==> config.mk <==
export PLATFORM = sky130hd
export DESIGN_NAME = serial_word_receiver
export DESIGN_NICKNAME = d
export VERILOG_FILES = /design/src/rtl/serial_pkg.sv /design/src/rtl/uart_rx_byte.sv /design/src/rtl/serial_word_receiver.sv
export SDC_FILE = /design/constraint.sdc
export NUM_CORES = 1
export LEC_CHECK = 0
export CELL_PAD_IN_SITES_DETAIL_PLACEMENT = 0
export CELL_PAD_IN_SITES_GLOBAL_PLACEMENT = 2
export CORE_MARGIN = 2
export CORE_UTILIZATION = 40
export CTS_BUF_LIST = sky130_fd_sc_hd__clkbuf_8
export CTS_CLUSTER_DIAMETER = 60
export DETAILED_ROUTE_END_ITERATION = 10
export PLACE_DENSITY = 0.89
export SETUP_SLACK_MARGIN = 0.4
export SLEW_MARGIN = 40
export SYNTH_ARGS = -nofsm -noshare
export SYNTH_HDL_FRONTEND = slang
export SYNTH_HIERARCHICAL = 1
export SYNTH_SLANG_ARGS = --single-unit
==> constraint.sdc <==
create_clock -name Clock -period 2.7 [get_ports Clock]
set_input_delay 0.675 -clock Clock [delete_from_list [all_inputs] [get_ports Clock]]
set_output_delay 0.675 -clock Clock [all_outputs]
set_load 0.02 [all_outputs]
==> src/rtl/serial_pkg.sv <==
// Shared types and defaults for the serial word receiver: byte FSM states,
// word assembler phases and the 25 MHz / 115200 baud bit period.
package serial_pkg;

  localparam int CLKS_PER_BIT_25M = 217;

  typedef enum logic [2:0] {
    RX_IDLE  = 3'd0,
    RX_START = 3'd1,
    RX_DATA  = 3'd2,
    RX_STOP  = 3'd3,
    RX_BREAK = 3'd4
  } rx_state_e;

  typedef enum logic {
    PH_LOW  = 1'b0,
    PH_HIGH = 1'b1
  } asm_phase_e;

  // Width of a counter that must hold values 0..max_val.
  function automatic int cnt_width(input int max_val);
    return (max_val < 2) ? 1 : $clog2(max_val + 1);
  endfunction

endpackage

==> src/rtl/uart_rx_byte.sv <==
// 8N1 byte receiver: 2-FF input synchroniser, bit timer and byte FSM.
// Emits one-cycle byte_done / frame_err pulses and reports when it is idle.
//
//   state    | meaning
//   ---------+------------------------------------------------------------
//   RX_IDLE  | line idle, waiting for a falling edge on rx_s
//   RX_START | half-bit wait, then confirm the start bit is still low
//   RX_DATA  | sample 8 data bits LSB first, one per bit period
//   RX_STOP  | sample the stop bit; 1 -> byte_done, 0 -> frame_err
//   RX_BREAK | stop bit was low; wait for the line to return high
module uart_rx_byte
  import serial_pkg::*;
#(
  parameter int CLKS_PER_BIT = CLKS_PER_BIT_25M
) (
  input  logic       clk,
  input  logic       rst_n,
  input  logic       rxd,
  output logic [7:0] rx_byte,
  output logic       byte_done,
  output logic       frame_err,
  output logic       rx_idle
);

  localparam int BIT_W = cnt_width(CLKS_PER_BIT - 1);
  localparam logic [BIT_W-1:0] HALF_LOAD = BIT_W'(CLKS_PER_BIT / 2);
  localparam logic [BIT_W-1:0] FULL_LOAD = BIT_W'(CLKS_PER_BIT - 1);

  logic             rx_meta_q;
  logic             rx_s_q;
  rx_state_e        state_q;
  logic [BIT_W-1:0] bit_cnt_q;
  logic [2:0]       bit_idx_q;
  logic [7:0]       shift_q;
  logic             byte_done_q;
  logic             frame_err_q;

  // Synchroniser resets to the idle-high line level so reset never looks like a start bit.
  always_ff @(posedge clk) begin
    if (!rst_n) begin
      rx_meta_q <= 1'b1;
      rx_s_q    <= 1'b1;
    end else begin
      rx_meta_q <= rxd;
      rx_s_q    <= rx_meta_q;
    end
  end

  always_ff @(posedge clk) begin
    if (!rst_n) begin
      state_q     <= RX_IDLE;
      bit_cnt_q   <= '0;
      bit_idx_q   <= '0;
      shift_q     <= '0;
      byte_done_q <= 1'b0;
      frame_err_q <= 1'b0;
    end else begin
      byte_done_q <= 1'b0;
      frame_err_q <= 1'b0;
      case (state_q)
        RX_IDLE: begin
          if (!rx_s_q) begin
            state_q   <= RX_START;
            bit_cnt_q <= HALF_LOAD;
          end
        end
        RX_START: begin
          if (bit_cnt_q == '0) begin
            if (!rx_s_q) begin
              state_q   <= RX_DATA;
              bit_cnt_q <= FULL_LOAD;
              bit_idx_q <= '0;
            end else begin
              state_q <= RX_IDLE;
            end
          end else begin
            bit_cnt_q <= bit_cnt_q - BIT_W'(1);
          end
        end
        RX_DATA: begin
          if (bit_cnt_q == '0) begin
            shift_q   <= {rx_s_q, shift_q[7:1]};
            bit_cnt_q <= FULL_LOAD;
            if (bit_idx_q == 3'd7) begin
              state_q <= RX_STOP;
            end else begin
              bit_idx_q <= bit_idx_q + 3'd1;
            end
          end else begin
            bit_cnt_q <= bit_cnt_q - BIT_W'(1);
          end
        end
        RX_STOP: begin
          if (bit_cnt_q == '0) begin
            if (rx_s_q) begin
              byte_done_q <= 1'b1;
              state_q     <= RX_IDLE;
            end else begin
              frame_err_q <= 1'b1;
              state_q     <= RX_BREAK;
            end
          end else begin
            bit_cnt_q <= bit_cnt_q - BIT_W'(1);
          end
        end
        RX_BREAK: begin
          if (rx_s_q) begin
            state_q <= RX_IDLE;
          end
        end
        default: state_q <= RX_IDLE;
      endcase
    end
  end

  assign rx_byte   = shift_q;
  assign byte_done = byte_done_q;
  assign frame_err = frame_err_q;
  assign rx_idle   = (state_q == RX_IDLE);

endmodule

==> src/rtl/serial_word_receiver.sv <==
// UART receive front end: pairs received bytes into 16-bit words (low byte
// first) and buffers them in a first-word-fall-through FIFO for the CPU.
module serial_word_receiver
  import serial_pkg::*;
#(
  parameter int CLKS_PER_BIT = CLKS_PER_BIT_25M,
  parameter int FIFO_DEPTH   = 4,
  parameter int TIMEOUT_BITS = 32
) (
  input  logic        Clock,
  input  logic        Reset,
  input  logic        RxD,
  input  logic        Read,
  output logic [15:0] DataOut,
  output logic        Valid,
  output logic        Overrun,
  output logic        FrameError
);

  localparam int PTR_W    = (FIFO_DEPTH < 2) ? 1 : $clog2(FIFO_DEPTH);
  localparam int CNT_W    = PTR_W + 1;
  localparam int TO_LIMIT = TIMEOUT_BITS * CLKS_PER_BIT;
  localparam int TO_W     = cnt_width(TO_LIMIT - 1);
  localparam logic [TO_W-1:0]  TO_LOAD  = TO_W'(TO_LIMIT - 1);
  localparam logic [CNT_W-1:0] CNT_FULL = CNT_W'(FIFO_DEPTH);

  logic [7:0] rx_byte;
  logic       byte_done;
  logic       frame_err;
  logic       rx_idle;

  uart_rx_byte #(
    .CLKS_PER_BIT (CLKS_PER_BIT)
  ) u_rx_byte (
    .clk       (Clock),
    .rst_n     (Reset),
    .rxd       (RxD),
    .rx_byte   (rx_byte),
    .byte_done (byte_done),
    .frame_err (frame_err),
    .rx_idle   (rx_idle)
  );

  asm_phase_e      phase_q, phase_d;
  logic [7:0]      low_q, low_d;
  logic [TO_W-1:0] to_cnt_q, to_cnt_d;
  logic            push;
  logic [15:0]     push_word;

  // Timeout down-counter only runs while a low byte is held and the line is idle.
  always_comb begin
    phase_d   = phase_q;
    low_d     = low_q;
    to_cnt_d  = TO_LOAD;
    push      = 1'b0;
    push_word = {rx_byte, low_q};
    if (frame_err) begin
      phase_d = PH_LOW;
      low_d   = '0;
    end else if (byte_done) begin
      if (phase_q == PH_LOW) begin
        low_d   = rx_byte;
        phase_d = PH_HIGH;
      end else begin
        push    = 1'b1;
        phase_d = PH_LOW;
        low_d   = '0;
      end
    end else if ((phase_q == PH_HIGH) && rx_idle) begin
      if (to_cnt_q == '0) begin
        phase_d = PH_LOW;
        low_d   = '0;
      end else begin
        to_cnt_d = to_cnt_q - TO_W'(1);
      end
    end
  end

  logic [15:0]      mem_q [0:FIFO_DEPTH-1];
  logic [PTR_W-1:0] rd_ptr_q, rd_ptr_d;
  logic [PTR_W-1:0] wr_ptr_q, wr_ptr_d;
  logic [PTR_W-1:0] rd_ptr_nxt;
  logic [CNT_W-1:0] count_q, count_d;
  logic [15:0]      data_out_q, data_out_d;
  logic             valid_q, valid_d;
  logic             overrun_q, overrun_d;
  logic             pop;
  logic             full;
  logic             push_ok;
  logic             drop;

  always_comb begin
    pop        = Read && valid_q;
    full       = (count_q == CNT_FULL);
    push_ok    = push && (!full || pop);
    drop       = push && full && !pop;
    rd_ptr_nxt = rd_ptr_q + PTR_W'(1);
    rd_ptr_d   = pop ? rd_ptr_nxt : rd_ptr_q;
    wr_ptr_d   = push_ok ? (wr_ptr_q + PTR_W'(1)) : wr_ptr_q;
    count_d    = count_q + CNT_W'(push_ok) - CNT_W'(pop);
    valid_d    = (count_d != '0);

    // Head register: next stored word on a pop, or the incoming word if it lands in an empty slot.
    data_out_d = data_out_q;
    if (pop) begin
      if (count_q > CNT_W'(1)) begin
        data_out_d = mem_q[rd_ptr_nxt];
      end else if (push_ok) begin
        data_out_d = push_word;
      end
    end else if ((count_q == '0) && push_ok) begin
      data_out_d = push_word;
    end

    overrun_d = overrun_q;
    if (pop) begin
      overrun_d = 1'b0;
    end
    if (drop) begin
      overrun_d = 1'b1;
    end
  end

  always_ff @(posedge Clock) begin
    if (push_ok) begin
      mem_q[wr_ptr_q] <= push_word;
    end
  end

  always_ff @(posedge Clock) begin
    if (!Reset) begin
      phase_q    <= PH_LOW;
      low_q      <= '0;
      to_cnt_q   <= TO_LOAD;
      rd_ptr_q   <= '0;
      wr_ptr_q   <= '0;
      count_q    <= '0;
      data_out_q <= '0;
      valid_q    <= 1'b0;
      overrun_q  <= 1'b0;
    end else begin
      phase_q    <= phase_d;
      low_q      <= low_d;
      to_cnt_q   <= to_cnt_d;
      rd_ptr_q   <= rd_ptr_d;
      wr_ptr_q   <= wr_ptr_d;
      count_q    <= count_d;
      data_out_q <= data_out_d;
      valid_q    <= valid_d;
      overrun_q  <= overrun_d;
    end
  end

  assign DataOut    = data_out_q;
  assign Valid      = valid_q;
  assign Overrun    = overrun_q;
  assign FrameError = frame_err;

endmodule

==> results.md <==
- Slowest stage delay, CP: 640 ps
- Worst skew pair latency: 440 ps
- Synth area leader: edfxtp_1
- Fin area: 6960 um2
- Final Max Slew Viols: 0
- Routability cong.: 0.798
- CP top delay family: buffers and inverters
- Total GRT Usage: 0.152
- Worst vdd ir: 0.358 mV
- Fmax: 459 MHz
- Most common cell in the netlist: dfxtp_1
- DRC: 0
- Initial antenna violation count: 0
- Post-synthesis simple-gate area fraction: 0.142
- Largest family of logic cells by synthesized area: simple AND/OR/NAND/NOR gates
- Hold Vio Cnt, Final: 0
- Max cap viols: 0
- Worst EP arrival: 1500 ps
- Share of cells above drive strength 1: 0.218
- CTS clk-pin slew, worst paths: 70 ps
- Htree depth: 4
- Die Ht: 126 um
- TritonCTS Buffers: 17
- # rows: 44
- I/O pin total: 23
- Endpoint kind of the worst setup timing path: output port
- Placed instance area: 6590 um2
- Antenna Violating Nets Remaining: 0
- CTS tree: done
- RSZ-0062 raised after global routing: no
- Slew @ Worst Pin: 591 ps
- Rel. slew slack: 0.603
- Setup CP Type: reg -> out
- Synth Register Bits: 137
- Final Cycle Share: 0.807
- Ant. Diodes: 0
- Adder-cell area share of the yosys netlist: 0.0348
- WL/cell: 15.8 um
- Asr flop ratio synth: 0
- Run status: complete, no violations
- Syn Nets: 499
- Synth Warn #: 6
- Yosys cell types: 76
- Share of the synthesized area in the top cell type: 0.322
- Synth Area in Compound Gates: 0.132
- Mapped Cells: 479
- First-pass GRT wire length: 18.9 mm
- Startpoint types: register
- Clk sinks: 137
- Crit-path cells: clkdlybuf4s50_1
- Most used DFF post-synth: dfxtp_1
- Vias: 3847
- Synthesized area per cell: 12.5 um2
- Drt initial violations: 292
- Die area: 15900 um2
- DIE WIDTH: 126 um
- Leakage: 2.47 nW
- Critical Path Fanout Max: 2
- Largest net degree at the start of global routing: 25
- Post-synthesis mux area share: 0.0673
- Post-synth EDFFs: 64
- Post-synthesis cell area: 5970 um2
- WP buf/inv: 1
- Flop-to-flop setup slack: 570 ps
- Core area: 14500 um2
- Final Core Density: 0.479
- Clk_skew: 8.43 ps
- Power Density: 702 nW/um2
- Vias in the first global route: 3803
- Vias per Instance: 5.34
- WP data required: 2030 ps
- Top post-synthesis cells by count: 73 x dfxtp_1, 64 x edfxtp_1, 63 x nand2_1
- # setup viols final: 0
- PortBufs: 22
- Area grow syn2layout: 16.6%
- Cts hold-fix bufs: 0
- Final nets: 544
- Root Driver: clkbuf_8
- Initial Utilization: 0.411
- Post-CTS setup buffer count: 0
- Minimum clock period: 2180 ps
- Most area-consuming cells after synthesis: edfxtp_1 32%, dfxtp_1 24%, mux4_2 6.0%
- Clk buf depth: 2
- Overflow left after global routing: 0
- Seq/Total Area, Yosys: 0.567
- XOR/XNOR Fraction of Synth Area: 0.0235
- Final wirelength: 11.4 mm
- CP max stage cell: clkdlybuf4s50_1
- DRT Pass-1 Iters: 4
- Hpwl dp: 7.57 mm
- HP Class: reg -> reg
## routing by layer
metal / routed length, um / GRT usage / vias up / part of all wire
li1: - / - / 1891 / -
met4: 99 / 0.0537 / 0 / 0.0087
met2: 5710 / 0.257 / 62 / 0.50
met1: 5220 / 0.187 / 1883 / 0.46
met3: 366 / 0.0416 / 11 / 0.032
met5: 0 / 0 / - / 0
## repair_timing
item / CTS / global route
pin swaps: 0 / 0
resized for setup: 1 / 3
endpoints found under the hold margin: 0 / 0
setup endpoints to repair: 2 / 1
## kinds of logic after synthesis
family | after synthesis
AO/OA/AOI/OAI | 93
XOR/XNOR | 16
multiplexers | 20
AND/OR/NAND/NOR | 159
adder cells (fa/ha/maj) | 16
buffers and inverters | 38
flip-flops | 137
## per-stage QoR
stage	TNS (ps)	hold slack (ps)	worst slack (ps)	cells	total power, mW
floorplan	0	384	386	479	3.10
detailed placement	-279	396	-180	688	3.43
CTS	0	415	422	720	4.95
finish	0	410	522	721	4.89
global placement	-165	397	-124	688	3.41
global route	0	427	444	721	5.14
## path summary, 6_finish.rpt
| kind | start | end | cells past startpoint |
|---|---|---|---|
| max | Valid | Valid | 1 |
| min reg2reg | u_rx_byte/rx_meta_q | u_rx_byte/rx_s_q | 1 |
| min | u_rx_byte/rx_meta_q | u_rx_byte/rx_s_q | 1 |
| max reg2reg | count_q[1] | Valid | 10 |
## state kept, by name, summed over array words and instances, names as in the netlist, 2 cells and up
signal / cells
mem_q: 64
DataOut: 16
to_cnt_q: 13
low_q: 8
u_rx_byte/bit_cnt_q: 8
u_rx_byte/rx_byte: 8
count_q: 3
u_rx_byte/bit_idx_q: 3
u_rx_byte/state_q: 3
rd_ptr_q: 2
wr_ptr_q: 2
## layout by cell type (no fill, tap or decap), types with 4 or more instances in the layout
master	n
dfxtp_1	70
edfxtp_1	64
nand2_1	62
a21oi_1	33
nor2_1	22
clkdlybuf4s50_1	21
buf_4	18
clkbuf_8	17
inv_1	16
mux4_2	16
nand3_1	14
ha_1	14
and2_1	11
a311oi_2	10
xnor2_1	10
a22o_1	9
nor3_1	8
xor2_1	6
a311oi_1	6
buf_12	6
clkinv_2	5
nor4_1	4
or2_2	4
nand2b_1	4
o21ai_0	4
## report_power, final
group          internal, mW  switching, mW
clock network         0.724          0.788
registers              2.25          0.131
logic                 0.473          0.518
total                  3.45           1.44
## cell type report
class / instances / area (um2)
clock buffer: 17 / 234
clock inverter: 15 / 125
fill: 1268 / 7570
inverter: 18 / 67.6
multi-input combinational: 304 / 2440
sequential: 137 / 3390
tap: 184 / 230
timing repair buffer: 46 / 474
Power figures use the tool's default switching activity.
